**config.mk**
```make
export PLATFORM = sky130hd
export DESIGN_NAME = conv_window_line_buffer
export DESIGN_NICKNAME = d
export VERILOG_FILES = /design/src/rtl/conv_window_line_buffer.sv
export SDC_FILE = /design/constraint.sdc
export NUM_CORES = 1
export LEC_CHECK = 0
export ABC_AREA = 1
export BUFFER_PORTS_ARGS = -buffer_cell sky130_fd_sc_hd__buf_4
export CORE_UTILIZATION = 35
export CTS_CLUSTER_DIAMETER = 100
export CTS_CLUSTER_SIZE = 28
export DETAILED_ROUTE_END_ITERATION = 7
export PLACE_DENSITY = 0.55
export SETUP_SLACK_MARGIN = 0.1
export SLEW_MARGIN = 20
export SYNTH_ARGS = -nofsm -noshare
export SYNTH_HDL_FRONTEND = slang
export SYNTH_SLANG_ARGS = --single-unit
```
**constraint.sdc**
```tcl
create_clock -name clk -period 7.71 [get_ports clk]
set_input_delay 1.1565 -clock clk [delete_from_list [all_inputs] [get_ports clk]]
set_output_delay 1.1565 -clock clk [all_outputs]
set_load 0.01 [all_outputs]
```
**src/rtl/conv_window_line_buffer.sv**
```systemverilog
// conv_window_line_buffer: streaming 5x5 window generator over a raster pixel stream
module conv_window_line_buffer #(
    parameter int IMG_W  = 28,
    parameter int IMG_H  = 28,
    parameter int K      = 5,
    parameter int DATA_W = 8
) (
    input  logic                     clk,
    input  logic                     rst,
    input  logic                     valid_in,
    input  logic signed [DATA_W-1:0] pixel_in,
    output logic signed [DATA_W-1:0] data_out_0,
    output logic signed [DATA_W-1:0] data_out_1,
    output logic signed [DATA_W-1:0] data_out_2,
    output logic signed [DATA_W-1:0] data_out_3,
    output logic signed [DATA_W-1:0] data_out_4,
    output logic signed [DATA_W-1:0] data_out_5,
    output logic signed [DATA_W-1:0] data_out_6,
    output logic signed [DATA_W-1:0] data_out_7,
    output logic signed [DATA_W-1:0] data_out_8,
    output logic signed [DATA_W-1:0] data_out_9,
    output logic signed [DATA_W-1:0] data_out_10,
    output logic signed [DATA_W-1:0] data_out_11,
    output logic signed [DATA_W-1:0] data_out_12,
    output logic signed [DATA_W-1:0] data_out_13,
    output logic signed [DATA_W-1:0] data_out_14,
    output logic signed [DATA_W-1:0] data_out_15,
    output logic signed [DATA_W-1:0] data_out_16,
    output logic signed [DATA_W-1:0] data_out_17,
    output logic signed [DATA_W-1:0] data_out_18,
    output logic signed [DATA_W-1:0] data_out_19,
    output logic signed [DATA_W-1:0] data_out_20,
    output logic signed [DATA_W-1:0] data_out_21,
    output logic signed [DATA_W-1:0] data_out_22,
    output logic signed [DATA_W-1:0] data_out_23,
    output logic signed [DATA_W-1:0] data_out_24,
    output logic                     valid_out_buf,
    output logic                     frame_done
);
    localparam int CW   = $clog2(IMG_W);
    localparam int RW   = $clog2(IMG_H);
    localparam int TAPS = K * K;
    localparam logic [CW-1:0] COL_LAST = CW'(IMG_W - 1);
    localparam logic [RW-1:0] ROW_LAST = RW'(IMG_H - 1);
    localparam logic [CW-1:0] COL_EDGE = CW'(K - 1);
    localparam logic [RW-1:0] ROW_EDGE = RW'(K - 1);

    logic [CW-1:0] col;
    logic [RW-1:0] row;
    logic signed [DATA_W-1:0] rb0 [IMG_W];
    logic signed [DATA_W-1:0] rb1 [IMG_W];
    logic signed [DATA_W-1:0] rb2 [IMG_W];
    logic signed [DATA_W-1:0] rb3 [IMG_W];
    logic signed [DATA_W-1:0] win [TAPS];
    logic signed [DATA_W-1:0] new_col [K];

    // incoming window column, oldest row on top, built from pre-write buffer contents
    always_comb begin
        new_col[0] = rb3[col];
        new_col[1] = rb2[col];
        new_col[2] = rb1[col];
        new_col[3] = rb0[col];
        new_col[4] = pixel_in;
    end

    // row buffers age one row per accepted pixel at the current column; contents need no reset
    always_ff @(posedge clk) begin
        if (valid_in) begin
            rb0[col] <= pixel_in;
            rb1[col] <= rb0[col];
            rb2[col] <= rb1[col];
            rb3[col] <= rb2[col];
        end
    end

    // window shifts left and takes the new column on the right for every accepted pixel
    always_ff @(posedge clk or posedge rst) begin
        if (rst) begin
            for (int i = 0; i < TAPS; i++) win[i] <= '0;
        end else if (valid_in) begin
            for (int i = 0; i < K; i++) begin
                for (int j = 0; j < K - 1; j++) win[i*K+j] <= win[i*K+j+1];
                win[i*K+K-1] <= new_col[i];
            end
        end
    end

    // raster position tracking and strobes; a window is valid only once it lies fully inside the frame
    always_ff @(posedge clk or posedge rst) begin
        if (rst) begin
            col           <= '0;
            row           <= '0;
            valid_out_buf <= 1'b0;
            frame_done    <= 1'b0;
        end else begin
            valid_out_buf <= valid_in && row >= ROW_EDGE && col >= COL_EDGE;
            frame_done    <= valid_in && row == ROW_LAST && col == COL_LAST;
            if (valid_in) begin
                col <= (col == COL_LAST) ? '0 : col + 1'b1;
                if (col == COL_LAST) row <= (row == ROW_LAST) ? '0 : row + 1'b1;
            end
        end
    end

    assign data_out_0  = win[0];
    assign data_out_1  = win[1];
    assign data_out_2  = win[2];
    assign data_out_3  = win[3];
    assign data_out_4  = win[4];
    assign data_out_5  = win[5];
    assign data_out_6  = win[6];
    assign data_out_7  = win[7];
    assign data_out_8  = win[8];
    assign data_out_9  = win[9];
    assign data_out_10 = win[10];
    assign data_out_11 = win[11];
    assign data_out_12 = win[12];
    assign data_out_13 = win[13];
    assign data_out_14 = win[14];
    assign data_out_15 = win[15];
    assign data_out_16 = win[16];
    assign data_out_17 = win[17];
    assign data_out_18 = win[18];
    assign data_out_19 = win[19];
    assign data_out_20 = win[20];
    assign data_out_21 = win[21];
    assign data_out_22 = win[22];
    assign data_out_23 = win[23];
    assign data_out_24 = win[24];
endmodule

```
## Yosys cells after proc, flatten, opt, wreduce, memory -nomap -nowiden

Memory sizes are Yosys's and may differ from the RTL's. A register that Yosys moved wholly into a read port is not among the register bits.
Cells that the tools add are included.

| operators by class | value |
|---|---|
| add/subtract/negate cells | 2 |
| $lt $le $gt $ge | 2 |
| equal/unequal tests | 2 |
| multiplexer cells | 4 |
| reductions and logical operators | 5 |

Operators by type and width:

| operator | number |
|---|---|
| $add 5x1->5 const B | 2 |
| $eq 5x5->1 const B | 2 |
| $ge 5x3->1 const B | 2 |
| $mux 5 | 2 |
| $logic_and 1x1->1 | 4 |
| $mux 1 | 2 |
| $reduce_and 2->1 | 1 |

| word-level totals | value |
|---|---|
| flip-flop bits (word level) | 204 |
| RAM bits | 896 |
| bits of input ports | 11 |
| output and inout bits | 202 |
| logic and storage cells | 47 |
| memories kept | 4 |

Memories:

| name | words | width | rd ports | clocked after memory_dff | wr ports | line | RTL |
|---|---|---|---|---|---|---|---|
| rb0 | 28 | 8 | 1 | 0 | 1 | 50 | `logic signed [DATA_W-1:0] rb0 [IMG_W];` |
| rb1 | 28 | 8 | 1 | 0 | 1 | 51 | `logic signed [DATA_W-1:0] rb1 [IMG_W];` |
| rb2 | 28 | 8 | 1 | 0 | 1 | 52 | `logic signed [DATA_W-1:0] rb2 [IMG_W];` |
| rb3 | 28 | 8 | 1 | 1 | 1 | 53 | `logic signed [DATA_W-1:0] rb3 [IMG_W];` |

## Longest topological paths before layout

Gate-level depths: netlist of run 1.

| logic depth | value |
|---|---|
| depth in word-level cells | 3 |
| depth in mapped cells | 15 |
| depth with buffers taken out | 11 |

## Worst setup path before layout of run 1

Ideal clock, no wire load.

| timing | value |
|---|---|
| path kind | in2reg |
| start point | input port valid_in |
| end point | memory rb0[4][0] (enable) |
| setup time | 0.421 ns |
| data arrival time | 3.189 ns |
| required time | 7.289 ns |
| path slack | 4.100 ns |
| cell stages on the path | 4 |
| buffers on the path | 2 |
| path through | buf_2 buf_1 nand2_1 nor2_1 |

| on the way | value |
|---|---|
| word-level cells in the longest chain between the ends | 2 |

Ends and longest elaborated chain:

| what | line | RTL |
|---|---|---|
| start, declared | 10 | `input logic valid_in,` |
| $mux 1 | 68 | `if (valid_in) begin` |
| $mux 1 (not written as such) | 69 | `rb0[col] <= pixel_in;` |
| end, declared | 50 |  |

No other way between the ends.

==> metrics, run 1 <==
top-area cell type share of the netlist area 0.5912; DP HPWL 70310 um; CP most frequent cell nand2_1; Syn-to-layout area delta 10.75%; FMAX 250.8 MHz; RSZ-0062 raised after global routing false; Fin Clk Skew 0.02619 ns; vias in the first global route 28320; share of layout cells above drive strength 1 0.08416; CTS H-Tree Depth 2; fin util 0.3928; slowest stage delay, CP 0.91 ns; largest cells by area after synthesis edfxtp_1, nand2_1, dfrtp_1; r2r startpoint col[0]$_DFFE_PP0P_; post-synthesis cell count 4408; die height 362.6 um; Synth area leader edfxtp_1; Crit Path Category reg -> reg; # setup viols final 0; GP Congestion 0.7723; DR WL/cell 20.45 um; Worst Hold Launch data_out_20[2]$_DFFE_PP0P_; Setup crit end kind flip-flop; CTS tree yes; Final nets 4535; Internal Pwr Total 11430 uW; Power per Cell Area 365.9 nW/um^2; total number of vias roughly 30000; CTS clk-pin slew, worst paths between 0.1 and 0.15 ns; Skew-Pair Late Insertion Delay 0.65 ns; Leak Pwr 0.02145 uW; synthesized area around 46000 sq um; port bufs between 200 and 250; drt drc 0; gr usage total 0.1920; initial antenna violation count 4; Resized Gates After CTS 0; crit path DAT between 4 and 5 ns; Slowest cell on crit path buf_4; number of synthesized register bits approximately 1100; grt ovf 0; Routed Antenna Nets 0; min-delay worst type reg -> reg; CP max FO 156; Post-CTS Setup Inserts 0; Cell variety after synth 26; Post-synth EDFFs approximately 900; die area around 130000 sq um; syn nets between 4000 and 5000; root buffer cell clkbuf_16; Core Box Area 128300 sq um; DR pass1 iterations 5; Final Critical Period 3.987 ns; DIE WIDTH 362.6 um; maximum vdd ir drop 0.0003769 V; Async SR Flop Fraction 0.1913; final WL 128400 um; multi-input gate area in the final layout 11070 sq um; fill count between 10000 and 15000; Rows approximately 130; Clock Sinks 1108; Final Hold Violating Endpoints 0; ys flop type edfxtp_1; top-count cell post-synth nand2_1; Net Switching between 7000 and 8000 uW; Slew @ Worst Pin 1.107 ns; Req. time, crit path 7.82 ns; Clk pwr share 0.168; total CTS buffers 46; global-route wire length before repair 189500 um; max cap viols 0; Via density approximately 4.8; Seq. cell area between 30000 and 40000 sq um; clk buf depth 3; I/O Pins 213; crit-path cells buf_12 > buf_4 > nand2_1 > nand3_1 > nand2_1 > nand2_1 > nand2_1 > nor2_1 > nand3_1; status completed; initial DRC count 3186; Starting Density 0.3546; most common library cells after synthesis nand2_1, edfxtp_1, nor2_1; antenna cells 0; Comb power frac 0.337; TNS Setup 0 ns; CP startpoint col[0]$_DFFE_PP0P_; crit start category flip-flop; syn avg cell area 10.33 sq um; post-synthesis sequential area ratio 0.7077; sequential share of power 0.495; Synth Warn # 0; # hold bufs at CTS 0; switching share of power 0.3804; fin crit share 0.5171; largest net degree at the start of global routing 171; Worst slew margin 0.2604; Slew Viols, Final 0
worst paths after layout:
| check | endpoint | slack (ns) | cells after the start |
|---|---|---|---|
| worst min-delay path | data_out_20[2]$_DFFE_PP0P_ | 0.48 | 2 |
| worst max-delay path | rb2[17][5]$_DFFE_PP_ | 3.72 | 9 |
| worst min register to register | data_out_20[2]$_DFFE_PP0P_ | 0.48 | 2 |
| worst max register to register | rb2[17][5]$_DFFE_PP_ | 3.72 | 9 |
| max in group asynchronous | data_out_20[3]$_DFFE_PP0P_ | 5.92 | 3 |
| min in group asynchronous | data_out_10[6]$_DFFE_PP0P_ | 0.59 | 2 |
layer usage:
layer  global-route usage  part of all wire  up-vias
met4              0.03665             0.018        0
li1                     -                 -    14320
met5                    0                 0        -
met2               0.3192              0.47      921
met1               0.2702              0.45    14750
met3              0.02411             0.061      116
cell usage in the layout (no fill, tap or decap), types with 2 or more instances in the layout:
cell type and instances:
a21oi_1 35, o21ai_1 17, ha_1 6, clkbuf_8 2
nand3_2 3, inv_1 353, clkinv_2 3, dfrtp_4 2
clkbuf_1 23, nand2_2 2, nand3_1 190, clkbuf_16 49
dfrtp_1 210, inv_2 3, nor2_1 346, nor2_4 29
nor3_1 3, nand2_1 1911, inv_8 2, edfxtp_1 896
clkinv_8 2, buf_4 273, buf_12 4, o21ai_0 174
nor2_2 2
power by group through the flow:
stage | registers [uW] | logic [uW] | clock network [uW]
CTS | 9130 | 6260 | 3180
global route | 9210 | 6830 | 3350
finish | 9130 | 6220 | 3100
detailed placement | 9270 | 6240 | 0
global placement | 9260 | 6190 | 0
floorplan | 9180 | 3370 | 0
critical path, delay by kind of cell, from the launching register on:
kind                   cells  cell delay, ns
flip-flops                 1            0.51
AND/OR/NAND/NOR            7            1.26
buffers and inverters      2            1.44
logic make-up after synthesis:
group / share of synthesized area
DFF: 0.7077
adders and majority gates: 0.001649
buffers and inverters: 0.05432
and+or+nand+nor: 0.2109
AOI/OAI and AO/OA: 0.02518
xor gates and xnor gates: 0.0001925
state kept, by name (all words and copies together), names as in the netlist, 224 cells and up:
| register | flops |
|---|---|
| rb0 | 224 |
| rb3 | 224 |
| rb2 | 224 |
| rb1 | 224 |
layout make-up:
class	instances	share of cell area
clock inverters	8	0.001886
multi-input cells	2723	0.2196
clock buffers	73	0.02631
well taps	1729	0.04292
flip-flops and latches	1108	0.6391
repair buffers	278	0.04252
inverters	361	0.02758
per-stage QoR:
stage                     setup slack, ns  instances  hold slack, ns  power, uW  cell area, sq um
after detailed placement            3.738       6199          0.4596      15510             48980
after floorplan                    0.7593       4408          0.5086      12560             45510
after CTS                           3.716       6280          0.4825      18570             50400
final                               3.723       6280          0.4798      18440             50410
after global routing                3.364       6280          0.4974      19380             50410
after global placement              3.781       6199          0.4541      15450             48970
Power figures use the tool's default switching activity.
==> run 2: changes to the inputs <==
Settings changed: PLACE_DENSITY 0.55 to 0.57.
Clock period 7.71 ns to 3.6 ns, I/O delays scaled along.
==> run 2 against run 1 <==
Compared with the run above: final cell count up 0.80%; setup slack worse by 3.0 ns; total power up 120%; clock power rose by 120%; first-iteration DRC count rose by 6.8%; critical endpoint is now rb3[1][0]$_DFFE_PP_; register-to-register slack got worse by 3.0 ns; maximum frequency grew 39%; clock skew up 0.0093 ns; non-clock buffer count up 50; flip-flop and latch count did not move; via count grew 1.1%.
==> metrics, run 2 (same netlist as run 1, synthesis figures left out) <==
status completed; drt drc 0 (unchanged); Final nets 4586 (+1.1%); vias in the first global route 28620 (+1.1%); Comb power frac 0.348 (+0.011); largest delay contributor family on the critical path buffers and inverters; Worst slew margin 0.2534 (-0.007027); initial antenna violation count 3 (-1); min-delay worst type in -> reg; CP max FO 226 (+45%); largest net degree at the start of global routing 227 (+33%); Clock Sinks 1108 (unchanged); final WL 128400 um (about the same); RSZ-0062 raised after global routing false; port bufs 212 (unchanged); die height 362.6 um (unchanged); Net Switching 15270 uW (+120%); Crit Path Category reg -> reg; Via density 4.807 (+0.26%); grt ovf 0 (unchanged); DR WL/cell 20.28 um (-0.84%); Leak Pwr 0.02182 uW (+1.7%); FMAX 347.9 MHz (+39%); total number of vias 30430 (+1.1%); root buffer cell clkbuf_16; Slew @ Worst Pin 1.120 ns (+0.01322 ns); Skew-Pair Late Insertion Delay 0.68 ns (+0.03 ns); Cells after DPL 6248 (+0.79%); Internal Pwr Total 24850 uW (+120%); Slowest cell on crit path buf_12; Fin Clk Skew 0.03544 ns (+0.009255 ns); fin crit share 0.7984 (+0.2813); TNS Setup 0 ns (unchanged); Syn-to-layout area delta 12.55%; switching share of power 0.3805 (about the same); Buf+Inv Stages, Crit Path 2 (unchanged); DR pass1 iterations 5 (unchanged); Routed Antenna Nets 0 (unchanged); Clk pwr share 0.168 (about the same); max cap viols 0 (unchanged); CTS H-Tree Depth 2 (unchanged); initial DRC count 3403 (+6.8%); DP HPWL 73150 um (+4.0%); antenna cells 0 (unchanged); Design Area, Final 51230 sq um (+1.6%); CTS clk-pin slew, worst paths 0.12 ns (about the same); Starting Density 0.3546 (unchanged); Post-DP Area 49750 sq um (+1.6%); clk buf depth 3 (unchanged); CP most frequent cell nand3_1; Power per Cell Area 783.2 nW/um^2 (+110%); Req. time, crit path 4.00 ns (-3.82 ns); commonest non-fill, non-tap cells in the layout nand2_1, edfxtp_1, inv_1; commonest non-fill, non-tap cell in the layout nand2_1; I/O Pins 213 (unchanged); global-route wire length before repair 190000 um (+0.27%); crit path DAT 3.27 ns (-0.83 ns); crit-path cells buf_12 > nand2_1 > nand3_1 > a21oi_1 > nor2_1 > nand3_1 > buf_4; maximum vdd ir drop 0.0005972 V (+58%); Setup crit end kind flip-flop; gr usage total 0.1925 (+0.0005168); share of layout cells above drive strength 1 0.09324 (+0.009083); Final Critical Period 2.874 ns (-1.113 ns); Core Box Area 128300 sq um (unchanged); GP Congestion 0.8019 (+3.8%); non-filler instance count after layout 6330 (+0.80%); sequential share of power 0.484 (-0.011); Post-CTS Setup Inserts 0 (unchanged); slowest stage delay, CP 0.78 ns (-0.13 ns); DIE WIDTH 362.6 um (unchanged); Rows 131 (unchanged); # setup viols final 0 (unchanged); Slew Viols, Final 0 (unchanged); Final Hold Violating Endpoints 0 (unchanged); crit start category flip-flop; CTS tree yes; total CTS buffers 47 (+2.2%); die area 131500 sq um (unchanged); fill count 12470 (-0.83%)
[run 2: through the flow]
step / hold WS, ns / setup slack [ns] / util / power [uW]
finish: 0.2776 / 0.7258 / 0.3991 / 40120
global route: 0.2631 / 0.5243 / 0.3991 / 42230
CTS: 0.2331 / 0.7221 / 0.3991 / 40390
detailed placement: 0.4596 / 0.7646 / 0.3877 / 33760
global placement: 0.4542 / 0.7713 / 0.3877 / 33640
floorplan: 0.5086 / 0.3038 / - / 26890
[run 2: path summary, 6_finish.rpt]
| kind | to | from | depth (start not counted) | slack (ns) |
|---|---|---|---|---|
| min reg2reg | data_out_10[7]$_DFFE_PP0P_ | data_out_10[7]$_DFFE_PP0P_ | 2 | 0.48 |
| min | rb0[12][1]$_DFFE_PP_ | pixel_in[1] | 1 | 0.28 |
| min in group asynchronous | data_out_5[3]$_DFFE_PP0P_ | rst | 3 | 0.43 |
| max in group asynchronous | data_out_21[5]$_DFFE_PP0P_ | rst | 4 | 2.30 |
| max reg2reg | rb3[1][0]$_DFFE_PP_ | col[0]$_DFFE_PP0P_ | 7 | 0.73 |
| max | rb3[1][0]$_DFFE_PP_ | col[0]$_DFFE_PP0P_ | 7 | 0.73 |
[run 2: what timing repair did]
| action | 4_1_cts | 5_1_grt |
|---|---|---|
| hold buffers | 1 | 0 |
| endpoints found under the hold margin | 12 | 0 |
| gates resized for setup | 0 | 0 |
[run 2: power by group through the flow]
stage	clock network (uW)	registers, uW	logic, uW
floorplan	0	19700	7230
global placement	0	19600	14000
detailed placement	0	19700	14100
CTS	6900	19400	14100
global route	7290	19600	15400
finish	6740	19400	14000
[run 2: per-layer routing]
layer  up-vias  part of all wire  track usage  wire, um
met5         -                 0            0         0
met4         0             0.023      0.04906      2994
met3       127             0.071      0.03125      9089
met2       969              0.46       0.3091     58870
met1     14900              0.45       0.2709     57410
li1      14430                 -            -         -
[run 2: cell type report]
type                            count  area [sq um]  share of cell area
Sequential cell                  1108         32220              0.6290
Multi-Input combinational cell   2723         11050              0.2158
Timing Repair Buffer              328          2947             0.05752
Tap cell                         1729          2163             0.04223
Inverter                          361          1381             0.02697
Clock buffer                       73          1336             0.02609
Clock inverter                      8         125.1            0.002443
[run 2: worst register-to-register path, delay by kind of cell, from the launching register on]
kind                   cells  cell delay [ns]
buffers and inverters      2             1.07
flip-flops                 1             0.56
AND/OR/NAND/NOR            4             0.84
AO/OA/AOI/OAI              1             0.11
